<file path="config.mk">
export PLATFORM = sky130hd
export DESIGN_NAME = fifo_param
export DESIGN_NICKNAME = d
export VERILOG_FILES = /design/src/rtl/fifo_param.sv
export SDC_FILE = /design/constraint.sdc
export NUM_CORES = 1
export LEC_CHECK = 0
export BUFFER_PORTS_ARGS = -buffer_cell sky130_fd_sc_hd__buf_4
export CAP_MARGIN = 20
export CORE_AREA = 4 4 70 72
export DETAILED_ROUTE_END_ITERATION = 8
export DIE_AREA = 0 0 74 76
export HOLD_SLACK_MARGIN = 0.02
export PLACE_DENSITY_LB_ADDON = 0.05
export SLEW_MARGIN = 20
export SYNTH_ARGS = -nofsm -noshare
export SYNTH_HDL_FRONTEND = slang
export SYNTH_SLANG_ARGS = --single-unit
</file>
<file path="constraint.sdc">
create_clock -name clk -period 3.6 [get_ports clk]
set_clock_uncertainty 0.05 [all_clocks]
set_input_delay 0.18 -clock clk [delete_from_list [all_inputs] [get_ports clk]]
set_output_delay 0.18 -clock clk [all_outputs]
set_load 0.05 [all_outputs]
</file>
<file path="src/rtl/fifo_param.sv">
// Parameterised single-clock FIFO with live thresholds and a sticky error flag.
// Define FIFO_FWFT_EN for first-word-fall-through output; default is registered pop.
module fifo_param #(
    parameter int BW    = 4,
    parameter int DEPTH = 8,
    parameter int AW    = $clog2(DEPTH)
) (
    input  logic          clk,
    input  logic          reset_L,
    input  logic          fifo_wr,
    input  logic          fifo_rd,
    input  logic [BW-1:0] fifo_data_in,
    input  logic [AW:0]   af_th,
    input  logic [AW:0]   ae_th,
    output logic [BW-1:0] fifo_data_out,
    output logic          fifo_valid,
    output logic          fifo_full,
    output logic          fifo_empty,
    output logic          fifo_almost_full,
    output logic          fifo_almost_empty,
    output logic [AW:0]   fifo_count,
    output logic          error_output
);

    localparam logic [AW:0] FULL_CNT = (AW+1)'(DEPTH);

    logic [BW-1:0] mem_q [DEPTH];
    logic [AW-1:0] wr_ptr_q, wr_ptr_d;
    logic [AW-1:0] rd_ptr_q, rd_ptr_d;
    logic [AW:0]   count_q, count_d;
    logic          err_q, err_d;
    logic          rd_ok, wr_ok;

    assign fifo_full         = (count_q == FULL_CNT);
    assign fifo_empty        = (count_q == '0);
    assign fifo_almost_full  = (count_q >= af_th);
    assign fifo_almost_empty = (count_q <= ae_th);
    assign fifo_count        = count_q;
    assign error_output      = err_q;

    // A full FIFO still takes a write when a read frees a slot this cycle.
    assign rd_ok = fifo_rd & ~fifo_empty;
    assign wr_ok = fifo_wr & (~fifo_full | rd_ok);

    // Next-state for pointers, occupancy and the sticky error.
    always_comb begin
        wr_ptr_d = wr_ptr_q;
        rd_ptr_d = rd_ptr_q;
        count_d  = count_q;
        if (wr_ok) wr_ptr_d = wr_ptr_q + 1'b1;
        if (rd_ok) rd_ptr_d = rd_ptr_q + 1'b1;
        if (wr_ok && !rd_ok) begin
            count_d = count_q + 1'b1;
        end else if (rd_ok && !wr_ok) begin
            count_d = count_q - 1'b1;
        end
        err_d = err_q
              | (fifo_wr & fifo_full & ~rd_ok)
              | (fifo_rd & fifo_empty);
    end

    // Control state; reset discards contents by clearing pointers and count.
    always_ff @(posedge clk or negedge reset_L) begin
        if (!reset_L) begin
            wr_ptr_q <= '0;
            rd_ptr_q <= '0;
            count_q  <= '0;
            err_q    <= 1'b0;
        end else begin
            wr_ptr_q <= wr_ptr_d;
            rd_ptr_q <= rd_ptr_d;
            count_q  <= count_d;
            err_q    <= err_d;
        end
    end

    // Storage array is not reset; only accepted writes touch it.
    always_ff @(posedge clk) begin
        if (wr_ok) mem_q[wr_ptr_q] <= fifo_data_in;
    end

`ifdef FIFO_FWFT_EN
    assign fifo_data_out = mem_q[rd_ptr_q];
    assign fifo_valid    = ~fifo_empty;
`else
    logic [BW-1:0] dout_q, dout_d;
    logic          valid_q;

    assign dout_d        = rd_ok ? mem_q[rd_ptr_q] : dout_q;
    assign fifo_data_out = dout_q;
    assign fifo_valid    = valid_q;

    // Popped word is captured at the read edge; valid pulses for that cycle.
    always_ff @(posedge clk or negedge reset_L) begin
        if (!reset_L) begin
            dout_q  <= '0;
            valid_q <= 1'b0;
        end else begin
            dout_q  <= dout_d;
            valid_q <= rd_ok;
        end
    end
`endif

endmodule

</file>
==> flow_summary.ini <==
[synth]
synth_fp_nets = 195
synth_seq_cells = 48
netlist-cell-type-count = 31
synth_edf_count = 32
syn_avg_cell_area_um2 = 13.8
synthCells = 165
yosysSeqAreaShare = 0.598
yosys-top-cells-area = edfxtp_1, dfrtp_1, mux2i_1, ha_1, mux4_2
async_flop_share = 0.333
ys_warn_count = 0
yosys.area.top_type = edfxtp_1
syn_area_um2 = 2280
synthFlopType = edfxtp_1
yosysTopAreaCellShare = 0.422

[pwr]
p_int_mw = 1.36
ir_worst_vdd_mv = 0.428
leakage_nw = 1.11
p_sw_frac = 0.410
seqPwrFrac = 0.401
p_per_area_nw_per_um2 = 875
combPwrFrac = 0.430
clockPowerShare = 0.169
p_switching_uw = 949

[cts]
clk_pin_slew_ns = 0.09
clk_path_buf_depth = 2
cts_buffers = 5
clock_latency_ns = 0.30
cts.htree.levels = 2
cts_root_buf = clkbuf_8
cts_tree = built
cts_sinks = 48
cts_resized = 0

[hold_path]
hold_path.class = in -> reg

[timing]
rsz0062_at_grt = no
maxSlewViolCount = 0
setup_tns_ns = 0
timing.final.crit_period_ns = 2.90
finalCritPeriodShare = 0.805
slew_headroom = 0.331
hold_viol = 0
max_slew.worst_pin.slew_ns = 1.00
setup_viol = 0
fmax_ghz = 0.345
whs_ns = 0.0646
layout_setup_ws_ns = 0.702

[drt]
post_drt_wl_per_cell_um = 16.5
wl_um = 4110
drtIter0Drc = 55
firstDrtPassIters = 4
ant_nets = 0
viasPerCell = 5.39
vias = 1347
drc = 0

[grt]
use_met2 = 0.243
overflow = 0
top_usage_layer = met2
grt_use_met3 = 0.0396
grt_pass1_vias = 1359
track_usage = 0.161
antenna_found_initial = 0
grt.met1_usage = 0.228
grt_pass1_wl_um = 6840
grt_max_degree = 19

[floorplanning]
initial_core_util = 0.530
die_area_um2 = 5620
die_y_um = 76
die_x_um = 74
coreArea_um2 = 4290
io_pins = 30
rows = 24

[setup_path]
critical_path_class = reg -> reg
cp_common_cell = ha_1
cp-end-kind = flop
cp_max_fo = 8
crit_required_ns = 3.72
crit_family = compound AO/OA/AOI/OAI gates
critPathMaxStageDelay_ns = 0.49
crit_arrival_ns = 3.02
path_cells = or3_4 -> o21ai_4 -> inv_2 -> ha_1 -> inv_1 -> ha_1 -> a21o_1 -> a2111oi_0 -> o31ai_1
crit_path_start_kind = flop
path_buf_inv = 2
worst_path_max_delay_cell = dfrtp_1

[final_layout]
drive_gt1_frac = 0.227
layout.cells.non_filler = 250
layout_commonest_cell = edfxtp_1
fin_util = 0.615
fillCellCount = 349
nNetsFinal = 227
diodes = 0
layout_common_cells = edfxtp_1, buf_4, nand2_1, mux2i_1, dfrtp_1
syn2layout_area_growth_pct = 16.0

[job]
maxCapViolCount = 0

[placement]
place.detailed.instances = 241
portBuffers = 29
dpl.hpwl_um = 3140
place_ws_ns = 0.741
gp_congestion = 0.754

[outcome]
outcome = finished clean
## power by group through the flow
stage	Sequential (mW)	Clock [mW]	Combinational, mW
after floorplan	1.03	0	0.654
after global placement	0.929	0	0.982
after detailed placement	0.941	0	1.00
after CTS	0.929	0.397	1.01
after global routing	0.952	0.428	1.09
final	0.927	0.390	0.995
## registers in the layout, summed over array words and instances (netlist names)
signal         cells
mem_q             32
fifo_count         4
error_output       1
fifo_valid         1
rd_ptr_q           3
fifo_data_out      4
wr_ptr_q           3
## path summary, 6_finish.rpt
kind	start	endpoint	slack (ns)	cells after the start
worst max-delay path	fifo_count[1]	fifo_count[3]	0.70	9
worst min-delay path	fifo_data_in[3]	mem_q[1][3]	0.06	1
worst max register to register	fifo_count[1]	fifo_count[3]	0.70	9
worst min register to register	error_output	error_output	0.42	1
max in group asynchronous	reset_L	error_output	3.10	2
min in group asynchronous	reset_L	fifo_data_out[2]	0.22	2
## worst register-to-register path, delay by kind of cell (launching register included)
kind,cells,cell delay [ns]
AO/OA/AOI/OAI,4,1.03
flip-flops,1,0.49
adder cells (fa/ha/maj),2,0.49
AND/OR/NAND/NOR,1,0.46
buffers and inverters,2,0.24
## timing repair
item	CTS	global route
setup buffers	0	0
endpoints found under the hold margin	16	0
hold buffers	1	0
## synthesized netlist by cell type, drive strengths merged (2+ instances only)
library cell and instances:
a21o 5, buf 3, clkbuf 2, dfrtp 16, edfxtp 32, ha 13
inv 11, mux2i 18, mux4 4, nand2 18, nand2b 4, nor2 5
nor3 8, o21a 2, o21ai 8, xnor2 6
## per-stage QoR
step	area [µm²]	total power, mW
after floorplan	2280	1.68
after global placement	2520	1.91
after detailed placement	2520	1.95
after CTS	2640	2.34
after global routing	2640	2.47
final	2640	2.31
## layer usage
layer  vias up  wire, µm
li1        659         -
met1       656      1890
met2        27      2010
met3         5       176
met4         0        36
met5         -         0
## layout make-up
type,instances,area [µm²],area share
flip-flops and latches,48,1360,0.515
multi-input cells,101,831,0.315
repair buffers,30,228,0.0862
clock buffers,5,68.8,0.0261
well taps,52,65.1,0.0246
clock inverters,3,46.3,0.0175
inverters,11,41.3,0.0156
## cell families after synthesis
logic type               count (synthesis)  synth area share
multiplexers                            23             0.124
adder cells (fa/ha/maj)                 14            0.0802
AO/OA/AOI/OAI                           19            0.0582
AND/OR/NAND/NOR                         39            0.0797
XOR/XNOR                                 6            0.0231
buffers and inverters                   16            0.0374
flip-flops                              48             0.598
Note: power is estimated with default switching activity, not from simulation.
